File: src/rtl/lap_stopwatch.sv
// lap_stopwatch
//   Stopwatch core (hour:minute:second.fraction) with a first-word-fall-through
//   lap-capture FIFO.
// Ports
//   clock, reset          : clock; asynchronous active-high reset
//   run                   : level, 1 = count, 0 = pause (prescaler holds)
//   clear                 : pulse, zero time counters, prescaler and wrapped
//   lap / lap_pop         : pulse, push current time / discard FIFO head
//   lap_flush             : pulse, empty FIFO and clear lap_ovf
//   hour/minute/second    : current time (6b each)
//   m_sec                 : current fraction 0..TICK_HZ-1 (7b)
//   wrapped               : sticky, hour wrapped HOURS-1 -> 0
//   lap_valid/lap_time    : FIFO non-empty / head {h,m,s,f}, 0 when empty
//   lap_count/lap_full    : entries held / count == LAP_DEPTH
//   lap_ovf               : sticky, a lap was dropped on a full FIFO
module lap_stopwatch #(
  parameter int CLK_HZ    = 50_000_000,
  parameter int TICK_HZ   = 100,
  parameter int HOURS     = 24,
  parameter int LAP_DEPTH = 8
) (
  input  logic        clock,
  input  logic        reset,
  input  logic        run,
  input  logic        clear,
  input  logic        lap,
  input  logic        lap_pop,
  input  logic        lap_flush,
  output logic [5:0]  hour,
  output logic [5:0]  minute,
  output logic [5:0]  second,
  output logic [6:0]  m_sec,
  output logic        wrapped,
  output logic        lap_valid,
  output logic [24:0] lap_time,
  output logic [6:0]  lap_count,
  output logic        lap_full,
  output logic        lap_ovf
);

  localparam int DIV = CLK_HZ / TICK_HZ;
  localparam int PW  = (DIV > 1) ? $clog2(DIV) : 1;
  localparam int AW  = $clog2(LAP_DEPTH);

  localparam logic [PW-1:0] PS_TERM = PW'(DIV - 1);
  localparam logic [6:0]    FR_TERM = 7'(TICK_HZ - 1);
  localparam logic [5:0]    HR_TERM = 6'(HOURS - 1);
  localparam logic [6:0]    DEPTH   = 7'(LAP_DEPTH);

  // ---------------- time counters ----------------
  logic [PW-1:0] ps_q, ps_d;
  logic [6:0]    fr_q, fr_d;
  logic [5:0]    sec_q, sec_d, min_q, min_d, hr_q, hr_d;
  logic          wrap_q, wrap_d;
  logic          tick;

  assign tick = run && (ps_q == PS_TERM);

  always_comb begin
    ps_d   = ps_q;
    fr_d   = fr_q;
    sec_d  = sec_q;
    min_d  = min_q;
    hr_d   = hr_q;
    wrap_d = wrap_q;
    // Prescaler only advances while running, so a pause keeps the partial tick.
    if (run) ps_d = tick ? '0 : ps_q + 1'b1;
    if (tick) begin
      if (fr_q == FR_TERM) begin
        fr_d = '0;
        if (sec_q == 6'd59) begin
          sec_d = '0;
          if (min_q == 6'd59) begin
            min_d = '0;
            if (hr_q == HR_TERM) begin
              hr_d   = '0;
              wrap_d = 1'b1;
            end else begin
              hr_d = hr_q + 1'b1;
            end
          end else begin
            min_d = min_q + 1'b1;
          end
        end else begin
          sec_d = sec_q + 1'b1;
        end
      end else begin
        fr_d = fr_q + 1'b1;
      end
    end
    // clear overrides any same-cycle tick.
    if (clear) begin
      ps_d   = '0;
      fr_d   = '0;
      sec_d  = '0;
      min_d  = '0;
      hr_d   = '0;
      wrap_d = 1'b0;
    end
  end

  always_ff @(posedge clock or posedge reset) begin
    if (reset) begin
      ps_q   <= '0;
      fr_q   <= '0;
      sec_q  <= '0;
      min_q  <= '0;
      hr_q   <= '0;
      wrap_q <= 1'b0;
    end else begin
      ps_q   <= ps_d;
      fr_q   <= fr_d;
      sec_q  <= sec_d;
      min_q  <= min_d;
      hr_q   <= hr_d;
      wrap_q <= wrap_d;
    end
  end

  // ---------------- lap FIFO ----------------
  logic [24:0]   mem [LAP_DEPTH];
  logic [AW-1:0] wp_q, wp_d, rp_q, rp_d;
  logic [6:0]    cnt_q, cnt_d;
  logic          full_q, full_d, valid_q, valid_d, ovf_q, ovf_d;
  logic          do_push, do_pop;
  logic [24:0]   cur_time;

  // Captured value is the time registered before this edge (pre-tick, pre-clear).
  assign cur_time = {hr_q, min_q, sec_q, fr_q};

  // A pop frees a slot in the same cycle, so lap+pop on a full FIFO both happen.
  assign do_pop  = lap_pop && valid_q && !lap_flush;
  assign do_push = lap && !lap_flush && (!full_q || do_pop);

  always_comb begin
    wp_d  = wp_q;
    rp_d  = rp_q;
    cnt_d = cnt_q;
    ovf_d = ovf_q;
    if (lap_flush) begin
      wp_d  = '0;
      rp_d  = '0;
      cnt_d = '0;
      ovf_d = 1'b0;
    end else begin
      if (do_push) wp_d = wp_q + 1'b1;
      if (do_pop)  rp_d = rp_q + 1'b1;
      if (do_push && !do_pop)      cnt_d = cnt_q + 1'b1;
      else if (!do_push && do_pop) cnt_d = cnt_q - 1'b1;
      if (lap && !do_push) ovf_d = 1'b1;
    end
    full_d  = (cnt_d == DEPTH);
    valid_d = (cnt_d != '0);
  end

  always_ff @(posedge clock or posedge reset) begin
    if (reset) begin
      wp_q    <= '0;
      rp_q    <= '0;
      cnt_q   <= '0;
      full_q  <= 1'b0;
      valid_q <= 1'b0;
      ovf_q   <= 1'b0;
    end else begin
      wp_q    <= wp_d;
      rp_q    <= rp_d;
      cnt_q   <= cnt_d;
      full_q  <= full_d;
      valid_q <= valid_d;
      ovf_q   <= ovf_d;
    end
  end

  // Storage needs no reset: every read is gated by valid_q.
  always_ff @(posedge clock) begin
    if (do_push) mem[wp_q] <= cur_time;
  end

  assign hour      = hr_q;
  assign minute    = min_q;
  assign second    = sec_q;
  assign m_sec     = fr_q;
  assign wrapped   = wrap_q;
  assign lap_valid = valid_q;
  assign lap_time  = valid_q ? mem[rp_q] : '0;
  assign lap_count = cnt_q;
  assign lap_full  = full_q;
  assign lap_ovf   = ovf_q;

endmodule

File: config.mk
export PLATFORM = sky130hd
export DESIGN_NAME = lap_stopwatch
export DESIGN_NICKNAME = d
export VERILOG_FILES = /design/src/rtl/lap_stopwatch.sv
export SDC_FILE = /design/constraint.sdc
export NUM_CORES = 1
export LEC_CHECK = 0
export ABC_AREA = 1
export BUFFER_PORTS_ARGS = -buffer_cell sky130_fd_sc_hd__buf_4
export CAP_MARGIN = 40
export CORE_MARGIN = 3
export CORE_UTILIZATION = 55
export CTS_BUF_LIST = sky130_fd_sc_hd__clkbuf_4 sky130_fd_sc_hd__clkbuf_8
export DETAILED_ROUTE_END_ITERATION = 7
export PLACE_DENSITY = 0.73
export SLEW_MARGIN = 20
export SYNTH_ARGS = -nofsm -noshare
export SYNTH_HDL_FRONTEND = slang
export SYNTH_SLANG_ARGS = --single-unit
File: constraint.sdc
create_clock -name clock -period 8.3 [get_ports clock]
set_clock_uncertainty 0.1 [all_clocks]
set_input_delay 1.245 -clock clock [delete_from_list [all_inputs] [get_ports clock]]
set_output_delay 1.245 -clock clock [all_outputs]
set_load 0.01 [all_outputs]
-- Yosys cells after proc, flatten, opt, wreduce, memory -nomap -nowiden
Memories as Yosys holds them, arrays and structs flattened.
Cells that the tools add are included.
- register bits after elaboration: 61
- bits in latches: 0
- bits in writable memories: 200
- bits in read-only memories: 0
- input port bits: 7
- output and inout port bits: 61
- memories: 1
- add/sub/neg operators: 9
- $mul: 0
- div/mod/pow operators: 0
- magnitude comparators: 0
- equal/unequal tests: 6
- shift-type cells: 0
- muxes and demuxes: 39
- bitwise operators: 0
- reductions and logical operators: 27
- memory list (name ; words ; width ; read ports ; clocked after memory_dff ; wr ports ; RTL line ; RTL):
    mem ; 8 ; 25 ; 1 ; 0 ; 1 ; 121 ; logic [24:0] mem [LAP_DEPTH];
- operators with widths (kind ; count):
    2-to-1 mux 6 bit ; 15
    2-to-1 mux 19 bit ; 3
    2-to-1 mux 7 bit ; 6
    2-to-1 mux 25 bit ; 1
    adder 19 x 1 -> 19 bit (second input constant) ; 1
    equality test 19 bit (second input constant) ; 1
    adder 6 x 1 -> 6 bit (second input constant) ; 3
    nonzero test 2 bit ; 9
    adder 7 x 1 -> 7 bit (second input constant) ; 2
    equality test 6 bit (second input constant) ; 2
    2-to-1 mux 3 bit ; 4
    2-to-1 mux 1 bit ; 10
    logical AND 1 bit ; 8
    equality test 7 x 4 -> 1 bit (second input constant) ; 1
    equality test 7 bit (second input constant) ; 1
    nonzero test 7 bit ; 1
    subtractor 7 x 1 -> 7 bit (second input constant) ; 1
    adder 3 x 1 -> 3 bit (second input constant) ; 2
    equality test 6 x 5 -> 1 bit (second input constant) ; 1
    AND reduction 5 bit ; 1
    zero test 1 bit ; 4
    AND reduction 4 bit ; 1
    AND reduction 3 bit ; 1
    AND reduction 2 bit ; 1
    logical OR 1 bit ; 1

-- Longest topological paths before layout
- word-level depth: 10
- depth in mapped cells: 11
- mapped depth without buffers: 11

-- Least setup slack after synthesis
Ideal clock, no wire load.
- path kind: input-to-reg
- from: in lap_pop
- to: mem mem[0][0] (enable)
- arrival: 2.902 ns
- data required time: 7.793 ns
- slack: 4.891 ns
- cell stages on the path: 6
- buffers on the path: 0
- cell sequence: nand2_4 > nor2_4 > o21ai_0 > inv_1 > nand2_1 > nor2_1
- longest elaborated chain between the ends: 6
- RTL lines (item ; RTL line ; RTL):
    from (decl) ; 27 ; input logic lap_pop,
    logical AND 1 bit (2 in a row) ; 132 ; assign do_pop = lap_pop && valid_q && !lap_flush;
    logical OR 1 bit ; 133 ; assign do_push = lap && !lap_flush && (!full_q || do_pop);
    logical AND 1 bit ; 133 ;
    2-to-1 mux 1 bit ; 176 ; if (do_push) mem[wp_q] <= cur_time;
    2-to-1 mux 1 bit (not written as such) ; 176 ;
    to (decl) ; 121 ;
No other way between the ends.

-- Final worst setup path
- from: reg rp_q[0]
- to: out lap_time[24]
- longest elaborated chain between the ends: 2
- RTL lines (item ; RTL line ; RTL):
    from (decl) ; 122 ; logic [AW-1:0] wp_q, wp_d, rp_q, rp_d;
    from (signal assigned) ; 166 ; rp_q <= rp_d;
    memory (8 x 25 bit) ; n/a ;
    2-to-1 mux 25 bit ; 185 ; assign lap_time = valid_q ? mem[rp_q] : '0;
    to (decl) ; 35 ; output logic [24:0] lap_time,
No other way between the ends.

==> impl_metrics.env <==
export IMPL_status="complete, no violations"
export IMPL_crit_chain="inv_2 > buf_4 > nor2_1 > o32ai_1 > o21ai_0 > nor2_1 > buf_4"
export IMPL_vias=8084
export IMPL_insertion_delay_ns=0.54
export IMPL_synth_edf_count=200
export IMPL_track_usage_pct=22.0
export IMPL_synth_async_sr_flop_share_pct=23.4
export IMPL_instances_no_fill=1454
export IMPL_wl_per_cell_um=16.9
export IMPL_leakagePower_nw=5.18
export IMPL_critPathKind="register to output port"
export IMPL_first_iter_violations=744
export IMPL_start_util_pct=56.5
export IMPL_nets=1166
export IMPL_coreArea_um2=20500
export IMPL_end_kind="output port"
export IMPL_start_kind="register"
export IMPL_hpwl_um=14700
export IMPL_netlist_area_leader_share_pct=51.8
export IMPL_routed_via_density=5.56
export IMPL_fp_row_count=52
export IMPL_syn_nets=1084
export IMPL_worst_path_buf_inv=3
export IMPL_cts_clk_slew_worst_paths_ns=0.06
export IMPL_drive_gt1_share_pct=19.0
export IMPL_dr_pass1_iters=6
export IMPL_synth_main_ff_cell="edfxtp_1"
export IMPL_cp_data_arrival_time_ns=2.97
export IMPL_grt_overflow=0
export IMPL_cts_max_path_buffers=3
export IMPL_fill_cells=1552
export IMPL_r2r_slack_ns=5.56
export IMPL_wl_um=24600
export IMPL_tritoncts="done"
export IMPL_irDropWorstVdd_mv=0.175
export IMPL_crit_cells=7
export IMPL_regToRegStartpoint="lap_valid"
export IMPL_die_area_um2=22800
export IMPL_period_share_pct=52.0
export IMPL_critical_path_top_delay_family="buffers and inverters"
export IMPL_crit_end="lap_time[24]"
export IMPL_cts_sinks=261
export IMPL_syn_inst=1068
export IMPL_max_freq_mhz=232
export IMPL_critPathMaxStageDelay_ns=0.66
export IMPL_synth_cell_types=42
export IMPL_antenna_found_initial=0
export IMPL_portBuffers=67
export IMPL_cts_buffers_inserted=43
export IMPL_ys_ff_latch=261
export IMPL_ys_seq_area_share_pct=65.0
export IMPL_critical_path_slowest_cell="buf_4"
export IMPL_worstRegToRegCells=8
export IMPL_worstPathMaxFanout=61
export IMPL_rsz0062_at_grt="false"
export IMPL_critPathLaunch="rp_q[0]"
export IMPL_grt_pass1_vias=7761
export IMPL_drv_cap=0
export IMPL_holdBufCountCts=0
export IMPL_power_density_nw_per_um2=238
export IMPL_die_w_um=151
export IMPL_io_pins=68
export IMPL_gp_congestion=0.886
export IMPL_yosys_area_top_type="edfxtp_1"
export IMPL_worst_slew_pin_slew_ns=0.678
export IMPL_synthTopCellsByArea="edfxtp_1, dfrtp_1, nor2_1, nand2_1, o32ai_1"
export IMPL_hold_class="register to register"
export IMPL_die_h_um=151
export IMPL_htree_levels=2
export IMPL_drc=0
export IMPL_grt_max_degree=62
export IMPL_root_buffer="clkbuf_8"
export IMPL_worstReg2RegEnd="mem[5][19]"
export IMPL_synth_warnings=0
export IMPL_finalSetupViolCount=0
export IMPL_maxSlewViolCount=0
export IMPL_grt_pass1_wl_um=39400
export IMPL_ant_nets=0
export IMPL_cts_setup_buffers=0
export IMPL_n_antenna_cell=0
export IMPL_syn_area_um2=11600
export IMPL_cts_resized=0
export IMPL_worstPathRequired_ns=6.95
export IMPL_dp_cells=1373
export IMPL_avgSynthCellArea_um2=10.8
export IMPL_syn_to_final_growth_pct=15.0
export IMPL_relSlewSlack_pct=54.7
export IMPL_setup_tns_ns=0
export IMPL_period_needed_ns=4.31
export IMPL_hold_violations=0
==> synth_stat cells (2+ instances only) <==
master and count:
nor2_1 262, edfxtp_1 200, nand2_1 124, o21ai_0 73
dfrtp_1 61, inv_1 58, o32ai_1 50, nand3_1 38
clkbuf_1 24, xor2_1 21, nand4_1 18, o21ai_1 18
nor3_1 15, buf_2 14, o21ai_2 11, ha_1 9
inv_2 9, nand2_2 9, buf_4 8, nor2_2 5
nand3_2 4, nor2_4 4, or2_2 4, buf_6 3
nand2_4 3, nand3b_1 3, xnor2_1 3, a21oi_1 2
and3_1 2
==> flip-flops by register name, indices dropped and copies added, names as in the netlist, 3 cells and up <==
signal and flops:
mem 200, ps_q 19, lap_count 7, m_sec 7
hour 6, minute 6, second 6, rp_q 3
wp_q 3
==> area by class of cell <==
| class | count | area (um^2) | area share (%) |
|---|---|---|---|
| Clock buffer | 60 | 732 | 5.49 |
| Clock inverter | 19 | 170 | 1.28 |
| Inverter | 68 | 258 | 1.93 |
| Multi-Input combinational cell | 689 | 3560 | 26.7 |
| Sequential cell | 261 | 7530 | 56.5 |
| Tap cell | 270 | 338 | 2.53 |
| Timing Repair Buffer | 87 | 737 | 5.53 |
==> cell usage in the layout (no fill, tap or decap), types with 3 or more instances in the layout <==
master | netlist | layout
clkinv_1 | 0 | 7
nor3_1 | 15 | 15
o32ai_1 | 50 | 50
edfxtp_1 | 200 | 200
nor2_2 | 5 | 13
nand2_1 | 124 | 124
nand3_2 | 4 | 4
o21ai_1 | 18 | 18
inv_2 | 9 | 10
dfrtp_1 | 61 | 59
xnor2_1 | 3 | 3
nand4_1 | 18 | 18
or2_2 | 4 | 4
xor2_1 | 21 | 21
nand3b_1 | 3 | 3
o21ai_2 | 11 | 11
clkinv_2 | 0 | 7
nor2_4 | 4 | 4
clkbuf_8 | 0 | 45
nand3_1 | 38 | 38
buf_4 | 8 | 80
clkbuf_4 | 0 | 15
nor2_1 | 262 | 254
nand2_4 | 3 | 3
inv_1 | 58 | 57
bufinv_16 | 0 | 3
o21ai_0 | 73 | 73
ha_1 | 9 | 9
nand2_2 | 9 | 9
==> metal layers <==
metal	GRT usage, %	share of wire (%)	up-vias
li1	-	-	3899
met5	0	0	-
met3	4.10	6.6	49
met2	35.4	48	273
met4	7.48	2.2	0
met1	30.5	44	3863
==> cells by family after synthesis <==
kind of cell / Yosys count / share of synthesized area (%)
flip-flops: 261 / 65.0
AO/OA/AOI/OAI: 159 / 8.95
AND/OR/NAND/NOR: 497 / 18.8
XOR/XNOR: 24 / 1.81
adder cells (fa/ha/maj): 9 / 0.972
buffers and inverters: 118 / 4.45
==> power by group <==
group	switching, mW	internal [mW]	total (mW)
clock network	0.489	0.667	1.16
logic	0.292	0.191	0.483
registers	0.0676	1.46	1.53
==> through the flow <==
stage               util [%]  area (um^2)  hold slack, ns  total power [mW]  setup slack (ns)
finish                  65.0        13300           0.406              3.17              3.99
global placement        60.0        12300           0.377              2.02              4.50
global route            65.0        13300           0.434              3.32              3.76
CTS                     64.8        13300           0.416              3.20              3.93
detailed placement      60.4        12400           0.393              2.04              4.51
floorplan                  -        11600           0.393              1.85              4.89
==> how the worst min path moves through the flow <==
stage              from  endpoint  slack, ns  depth (start not counted)
6_report        lap_ovf   lap_ovf       0.41                          1
4_1_cts         lap_ovf   lap_ovf       0.42                          1
5_1_grt         lap_ovf   lap_ovf       0.43                          1
3_3_place_gp    lap_ovf   lap_ovf       0.38                          1
3_5_place_dp    lap_ovf   lap_ovf       0.39                          1
2_1_floorplan  ps_q[17]  ps_q[17]       0.39                          2
Note: power is estimated with default switching activity, not from simulation.
